<file path="src/rtl/quant_dot_product.sv">
// Quantized integer dot-product engine: zero-point removal, multiply, and
// accumulate over VEC_LEN element pairs, emitting one result pulse per vector.
module quant_dot_product #(
  parameter int VEC_LEN = 8,
  parameter int DATA_W  = 8,
  parameter int ACC_W   = 32
) (
  input  logic                     clk_i,
  input  logic                     rstn_i,
  input  logic                     clr_i,
  input  logic                     valid_i,
  input  logic signed [DATA_W-1:0] a_i,
  input  logic signed [DATA_W-1:0] b_i,
  input  logic signed [DATA_W-1:0] a_zp_i,
  input  logic signed [DATA_W-1:0] b_zp_i,
  output logic                     ready_o,
  output logic                     busy_o,
  output logic                     valid_o,
  output logic signed [ACC_W-1:0]  dout_o
);

  // A single-element build still needs a one-bit counter to stay legal.
  localparam int CNT_W  = (VEC_LEN > 1) ? $clog2(VEC_LEN) : 1;
  localparam int PROD_W = 2 * DATA_W + 2;
  localparam logic [CNT_W-1:0] LAST_CNT = CNT_W'(VEC_LEN - 1);

  typedef enum logic [1:0] {
    IDLE  = 2'd0,
    ACC   = 2'd1,
    DRAIN = 2'd2
  } state_t;

  state_t                    state_r;
  logic [CNT_W-1:0]          cnt_r;
  logic signed [PROD_W-1:0]  prod_r;
  logic                      pvld_r;
  logic                      pfirst_r;
  logic                      plast_r;
  logic signed [ACC_W-1:0]   acc_r;

  logic                      accept_s;
  logic                      cnt_last_s;
  logic signed [DATA_W:0]    da_s;
  logic signed [DATA_W:0]    db_s;
  logic signed [PROD_W-1:0]  prod_s;
  logic signed [ACC_W-1:0]   sum_s;

  assign ready_o = (state_r != DRAIN);
  assign busy_o  = (state_r != IDLE) | pvld_r;

  // Element acceptance, operand differences and the running-sum update value.
  always_comb begin
    accept_s   = valid_i & ready_o;
    cnt_last_s = (cnt_r == LAST_CNT);
    da_s       = {a_i[DATA_W-1], a_i} - {a_zp_i[DATA_W-1], a_zp_i};
    db_s       = {b_i[DATA_W-1], b_i} - {b_zp_i[DATA_W-1], b_zp_i};
    prod_s     = PROD_W'(da_s) * PROD_W'(db_s);
    if (pfirst_r) begin
      sum_s = ACC_W'(prod_r);
    end else begin
      sum_s = acc_r + ACC_W'(prod_r);
    end
  end

  // Vector sequencing FSM and element counter.
  always_ff @(posedge clk_i or negedge rstn_i) begin
    if (!rstn_i) begin
      state_r <= IDLE;
      cnt_r   <= {CNT_W{1'b0}};
    end else if (clr_i) begin
      state_r <= IDLE;
      cnt_r   <= {CNT_W{1'b0}};
    end else begin
      if (accept_s) begin
        cnt_r <= cnt_last_s ? {CNT_W{1'b0}} : cnt_r + CNT_W'(1);
      end
      case (state_r)
        IDLE: begin
          if (accept_s) begin
            state_r <= cnt_last_s ? DRAIN : ACC;
          end
        end
        ACC: begin
          if (accept_s && cnt_last_s) begin
            state_r <= DRAIN;
          end
        end
        DRAIN:   state_r <= IDLE;
        default: state_r <= IDLE;
      endcase
    end
  end

  // Product stage: one multiply per accepted element, tagged with vector position.
  always_ff @(posedge clk_i or negedge rstn_i) begin
    if (!rstn_i) begin
      prod_r   <= {PROD_W{1'b0}};
      pvld_r   <= 1'b0;
      pfirst_r <= 1'b0;
      plast_r  <= 1'b0;
    end else if (clr_i) begin
      pvld_r   <= 1'b0;
      pfirst_r <= 1'b0;
      plast_r  <= 1'b0;
    end else if (accept_s) begin
      prod_r   <= prod_s;
      pvld_r   <= 1'b1;
      pfirst_r <= (cnt_r == {CNT_W{1'b0}});
      plast_r  <= cnt_last_s;
    end else begin
      pvld_r   <= 1'b0;
    end
  end

  // Accumulate stage: the first product restarts the sum so vectors never mix.
  always_ff @(posedge clk_i or negedge rstn_i) begin
    if (!rstn_i) begin
      acc_r   <= {ACC_W{1'b0}};
      dout_o  <= {ACC_W{1'b0}};
      valid_o <= 1'b0;
    end else if (clr_i) begin
      acc_r   <= {ACC_W{1'b0}};
      valid_o <= 1'b0;
    end else if (pvld_r) begin
      acc_r <= sum_s;
      if (plast_r) begin
        dout_o  <= sum_s;
        valid_o <= 1'b1;
      end else begin
        valid_o <= 1'b0;
      end
    end else begin
      valid_o <= 1'b0;
    end
  end

endmodule

</file>
<file path="config.mk">
export PLATFORM = sky130hd
export DESIGN_NAME = quant_dot_product
export DESIGN_NICKNAME = d
export VERILOG_FILES = /design/src/rtl/quant_dot_product.sv
export SDC_FILE = /design/constraint.sdc
export NUM_CORES = 1
export LEC_CHECK = 0
export CAP_MARGIN = 20
export CORE_UTILIZATION = 40
export CTS_BUF_LIST = sky130_fd_sc_hd__clkbuf_2
export CTS_CLUSTER_DIAMETER = 200
export DETAILED_ROUTE_END_ITERATION = 16
export PLACE_DENSITY_LB_ADDON = 0.15
export REMOVE_ABC_BUFFERS = 1
export SETUP_SLACK_MARGIN = 0.15
export SLEW_MARGIN = 20
export SYNTH_ARGS = -nofsm -noshare
export SYNTH_HDL_FRONTEND = slang
export SYNTH_SLANG_ARGS = --single-unit
</file>
<file path="constraint.sdc">
create_clock -name clk_i -period 6.4 [get_ports clk_i]
set_input_delay 0.64 -clock clk_i [delete_from_list [all_inputs] [get_ports clk_i]]
set_output_delay 0.64 -clock clk_i [all_outputs]
set_load 0.005 [all_outputs]
</file>
# Word-level counts from Yosys, hierarchy flattened
# Cells that the tools add are included.
dict set report totals {
  ram_bits 0
  regBits 91
  input_bits 36
  latch_bits 0
  wordCells 51
  memories 0
  rom_bits 0
}
dict set report op_classes {
  magnitude_cmp 0
  reduce_logical 9
  eq_ne 5
  n_mux 20
  bitwise_logic 3
  shifts 0
  div 0
  mul 1
  add_sub_neg 4
}
# cell n
set op_table {}
lappend op_table {{$mux W32} 3}
lappend op_table {{$add A32 B18 Y32} 1}
lappend op_table {{$mul A9 B9 Y18} 1}
lappend op_table {{$sub A8 B8 Y9} 2}
lappend op_table {{$mux W1} 9}
lappend op_table {{$mux W3} 3}
lappend op_table {{$mux W2} 4}
lappend op_table {{$ne A3 B3 Y1 const B} 2}
lappend op_table {{$reduce_bool A2 Y1} 3}
lappend op_table {{$pmux W2 S2} 1}
lappend op_table {{$reduce_and A2 Y1} 2}
lappend op_table {{$add A3 B1 Y3 const B} 1}
lappend op_table {{$eq A3 B3 Y1 const B} 1}
lappend op_table {{$logic_not A3 Y1} 1}
lappend op_table {{$reduce_and A3 Y1} 1}
lappend op_table {{$eq A2 B1 Y1 const B} 1}
lappend op_table {{$logic_not A2 Y1} 1}
lappend op_table {{$ne A2 B2 Y1 const B} 1}
lappend op_table {{$and A1 B1 Y1} 1}
lappend op_table {{$logic_and A1 B1 Y1} 1}
lappend op_table {{$not A1 Y1} 1}
lappend op_table {{$or A1 B1 Y1} 1}

# Logic depth before layout (Yosys ltp)
dict set report depth {
  word_depth 6
  mapped_depth 30
  mapped_depth_nobuf 30
}

# Least setup slack after synthesis
# Ideal clock, no wire load.
dict set report synth_path {
  kind {input to register}
  start {input port a_i[0]}
  end {register prod_r[17]}
  cell_stages 29
  n_path_buf 0
  path_slack_ps -586
  required_ps 6270
  arrival_time_ps 6855
  path_cell_list {inv_1 ha_1 inv_1 fa_1 a21o_1 a21oi_1 o21bai_1 a21oi_1 nor2b_1 nor3_1 mux2i_1 or2_2 fa_1 inv_1 fa_1 fa_1 fa_1 inv_1 fa_1 inv_1 ha_1 a21oi_1 nor2b_1 o21a_1 o311ai_1 a31oi_1 o21ai_1 a211o_1 o211ai_1}
}
dict set report synth_between {
  elab_chain_cells 2
}
# item line
set synth_rtl {}
lappend synth_rtl {{from (decl)} 12} ;# input logic signed [DATA_W-1:0] a_i,
lappend synth_rtl {{$sub A8 B8 Y9} 55} ;# da_s = {a_i[DATA_W-1], a_i} - {a_zp_i[DATA_W-1], a_zp_i};
lappend synth_rtl {{$mul A9 B9 Y18} 57} ;# prod_s = PROD_W'(da_s) * PROD_W'(db_s);
lappend synth_rtl {{to (signal assigned)} 97} ;# prod_r <= {PROD_W{1'b0}};
lappend synth_rtl {{to (signal assigned)} 106} ;# prod_r <= prod_s;
lappend synth_rtl {{to (decl)} 35} ;# logic signed [PROD_W-1:0] prod_r;
# Every way passes these cells.
# A chain may end at the register's enable or synchronous reset.

# Worst setup path in the final report
dict set report layout_path {
  start {input port a_i[0]}
  end {register prod_r[13]}
}
# Same word-level chain as after synthesis.

==> metrics.cfg <==
[worst_setup_path]
worstReg2RegStart = prod_r[17]
crit_path_max_incr_delay_ns = 0.55
path_max_fanout = 3
worstReg2RegEnd = acc_r[31]
cp-start-kind = input pin
end_kind = flop
path_buf_inv = 7
arrival_ns = 6.57
critPathKind = in2reg
r2r_slack_ns = 2.89
cp_common_cell = fa_1
crit_slowest_cell = fa_1
critPathTopFamily = adder cells
required_ns = 6.85
reg2regPathDepth = 10

[clocking]
clkSinkCount = 91
clkLatencyLatePin_ns = 0.57
htree_levels = 3
cts_root_buf = clkbuf_2
clk_pin_slew_ns = 0.27
cts_max_path_buffers = 2
cts_tree = done
cts_buffers = 9

[synth]
synth_top_family_by_area = adder cells
seq_area_frac_synth_pct = 25.6
synthesis.area_um2 = 8890
synth_compound_gate_area_share_pct = 17.3
synth-seq-cells = 91
yosys.area_share.adder_pct = 28.9
synth_edf_count = 0
ys_warn_count = 0
synth_xor_area_share_pct = 6.01
syn_inst = 1000
synth_mux_area_share_pct = 1.14
synth.distinct_cells = 55
postSynthAreaPerCell_um2 = 8.89
synthSimpleGateAreaFrac_pct = 15.0
synthArstFlopShare_pct = 100
synth_top_flop_cell = dfrtp_1

[global_routing]
antenna_found_initial = 1
globalRouteOverflowTotal = 0
grt_max_degree = 66
grt_pass1_vias = 7099
grt_usage_pct = 18.4
grt_pass1_wl_mm = 33.5

[sta]
rsz0062_at_grt = yes
slew_headroom_pct = 35.3
finalSetupViolations = 0
min_period_over_period_pct = 95.5
worstMarginPinSlew_ns = 0.966
slew_violations = 0
period_needed_ns = 6.11
hold_viol = 0
skew_ns = 0.0365
fin_ws_ns = 0.288
max_freq_mhz = 164

[placement]
post-place-ws_ns = -1.03
port-buffer-count = 70
place.gp.congestion = 0.838
place_hpwl_mm = 15.6
place_inst = 1421

[cells_and_area]
instances_no_fill = 1445
final_layout_size_suffix_gt1_share_pct = 16.2
fillCellCount = 2132
syn_to_final_growth_pct = 23.6
layout_common_cells = 109 x nand2_1, 109 x buf_4, 96 x inv_1
nNetsFinal = 1356
multiInputGateArea_um2 = 6320
regArea_um2 = 2280

[floorplanning]
num_io_pins = 71
dieArea_um2 = 22800
start_util_pct = 40.7
fp.coreArea_um2 = 21800
die_h_um = 151
die_w_um = 151
row_count = 54

[power]
cellLeakagePower_uw = 0.00544
p_per_area_nw_per_um2 = 609
ir_drop_mv = 0.451

[drt]
drc_errors = 0
drtIter0Drc = 204
wl_per_cell_um = 13.8
wl_mm = 19.9
ant_nets = 0
viasPerCell = 4.99
firstDrtPassIters = 6
vias = 7213

[outcome]
outcome = finished, final reports clean

[flow_run]
maxCapViolCount = 0

[hold_path]
hp-class = in2async

==> how the worst max path moves through the flow <==
stage | start | to | slack, ns | cells after the start
4_1_cts | a_i[0] | prod_r[13] | 0.16 | 30
5_1_grt | a_zp_i[4] | prod_r[13] | 0.11 | 28
2_1_floorplan | a_i[0] | prod_r[17] | -0.59 | 29
3_5_place_dp | a_zp_i[0] | prod_r[17] | -1.03 | 29
6_report | a_i[0] | prod_r[13] | 0.29 | 30
3_3_place_gp | a_zp_i[0] | prod_r[17] | -0.97 | 29
==> where the power goes <==
group	switching, uW	internal (uW)	leakage, uW
combinational	2750	2930	0.00416
clock	207	53.0	0.0000595
sequential	86.9	663	0.00122
==> per-layer routing <==
metal  routed length [um]  global-route usage, %  share of wire (%)  vias up
met5                    0                      0                  0        -
met2                 9990                   33.2                 50       93
met1                 9250                   23.4                 46     3428
met3                  432                   1.87                2.2       19
met4                  229                   4.40                1.2        0
li1                     -                      -                  -     3673
==> registers in the layout (all words and copies together) (netlist names) <==
name and count:
state_r 2, valid_o 1, dout_o 32, acc_r 32, pvld_r 1, pfirst_r 1, plast_r 1, prod_r 18
cnt_r 3
==> synth_stat cells (all sizes together), types with 9 or more instances <==
cell type | instances | share of area, %
clkbuf | 27 | 1.1
inv | 110 | 4.6
nor2b | 11 | 0.77
nand3 | 11 | 0.62
a21oi | 69 | 3.9
fa | 74 | 17
xor2 | 27 | 2.7
nor2 | 92 | 3.9
nand2b | 27 | 1.9
nand2 | 110 | 4.6
a21o | 25 | 2.2
o21ai | 57 | 3.2
dfrtp | 91 | 26
a211oi | 23 | 1.9
ha | 87 | 12
and3 | 9 | 0.63
xnor2 | 34 | 3.3
o21a | 10 | 0.84
o31ai | 9 | 0.76
mux2i | 9 | 1.0
==> final cells by class <==
type,count,share of cell area (%)
Antenna cell,1,0.0228
Clock buffer,10,0.455
Clock inverter,6,0.387
Inverter,113,3.88
Multi-Input combinational cell,765,57.5
Sequential cell,91,20.7
Tap cell,280,3.19
Timing Repair Buffer,179,13.8
==> logic make-up (layout without fill, tap and decap cells) <==
| group | after synthesis | count (layout) |
|---|---|---|
| fa+ha+maj | 161 | 161 |
| xor+xnor | 61 | 61 |
| flops | 91 | 91 |
| mux | 10 | 10 |
| buf+inv | 144 | 308 |
| compound gates | 237 | 237 |
| simple gates | 296 | 296 |
| other cells | 0 | 1 |
==> per-stage QoR <==
step	hold slack (ns)	util (%)	area [um^2]	setup TNS (ns)	power, uW
3_5_place_dp	0.470	48.5	10600	-6.86	6140
5_1_grt	0.428	50.4	11000	0	7600
6_report	0.469	50.4	11000	0	6690
2_1_floorplan	0.344	-	8770	-2.83	4330
3_3_place_gp	0.460	48.5	10600	-6.15	6090
4_1_cts	0.439	49.7	10800	0	6580
==> what timing repair did <==
action                                  4_1_cts  5_1_grt
buffers inserted                              6        0
endpoints found under the setup margin        7        6
pin swaps                                    41       37
resized for setup                            33       44
hold buffers                                  1        0
endpoints found under the hold margin        26        0
(Power assumes the default switching activity.)
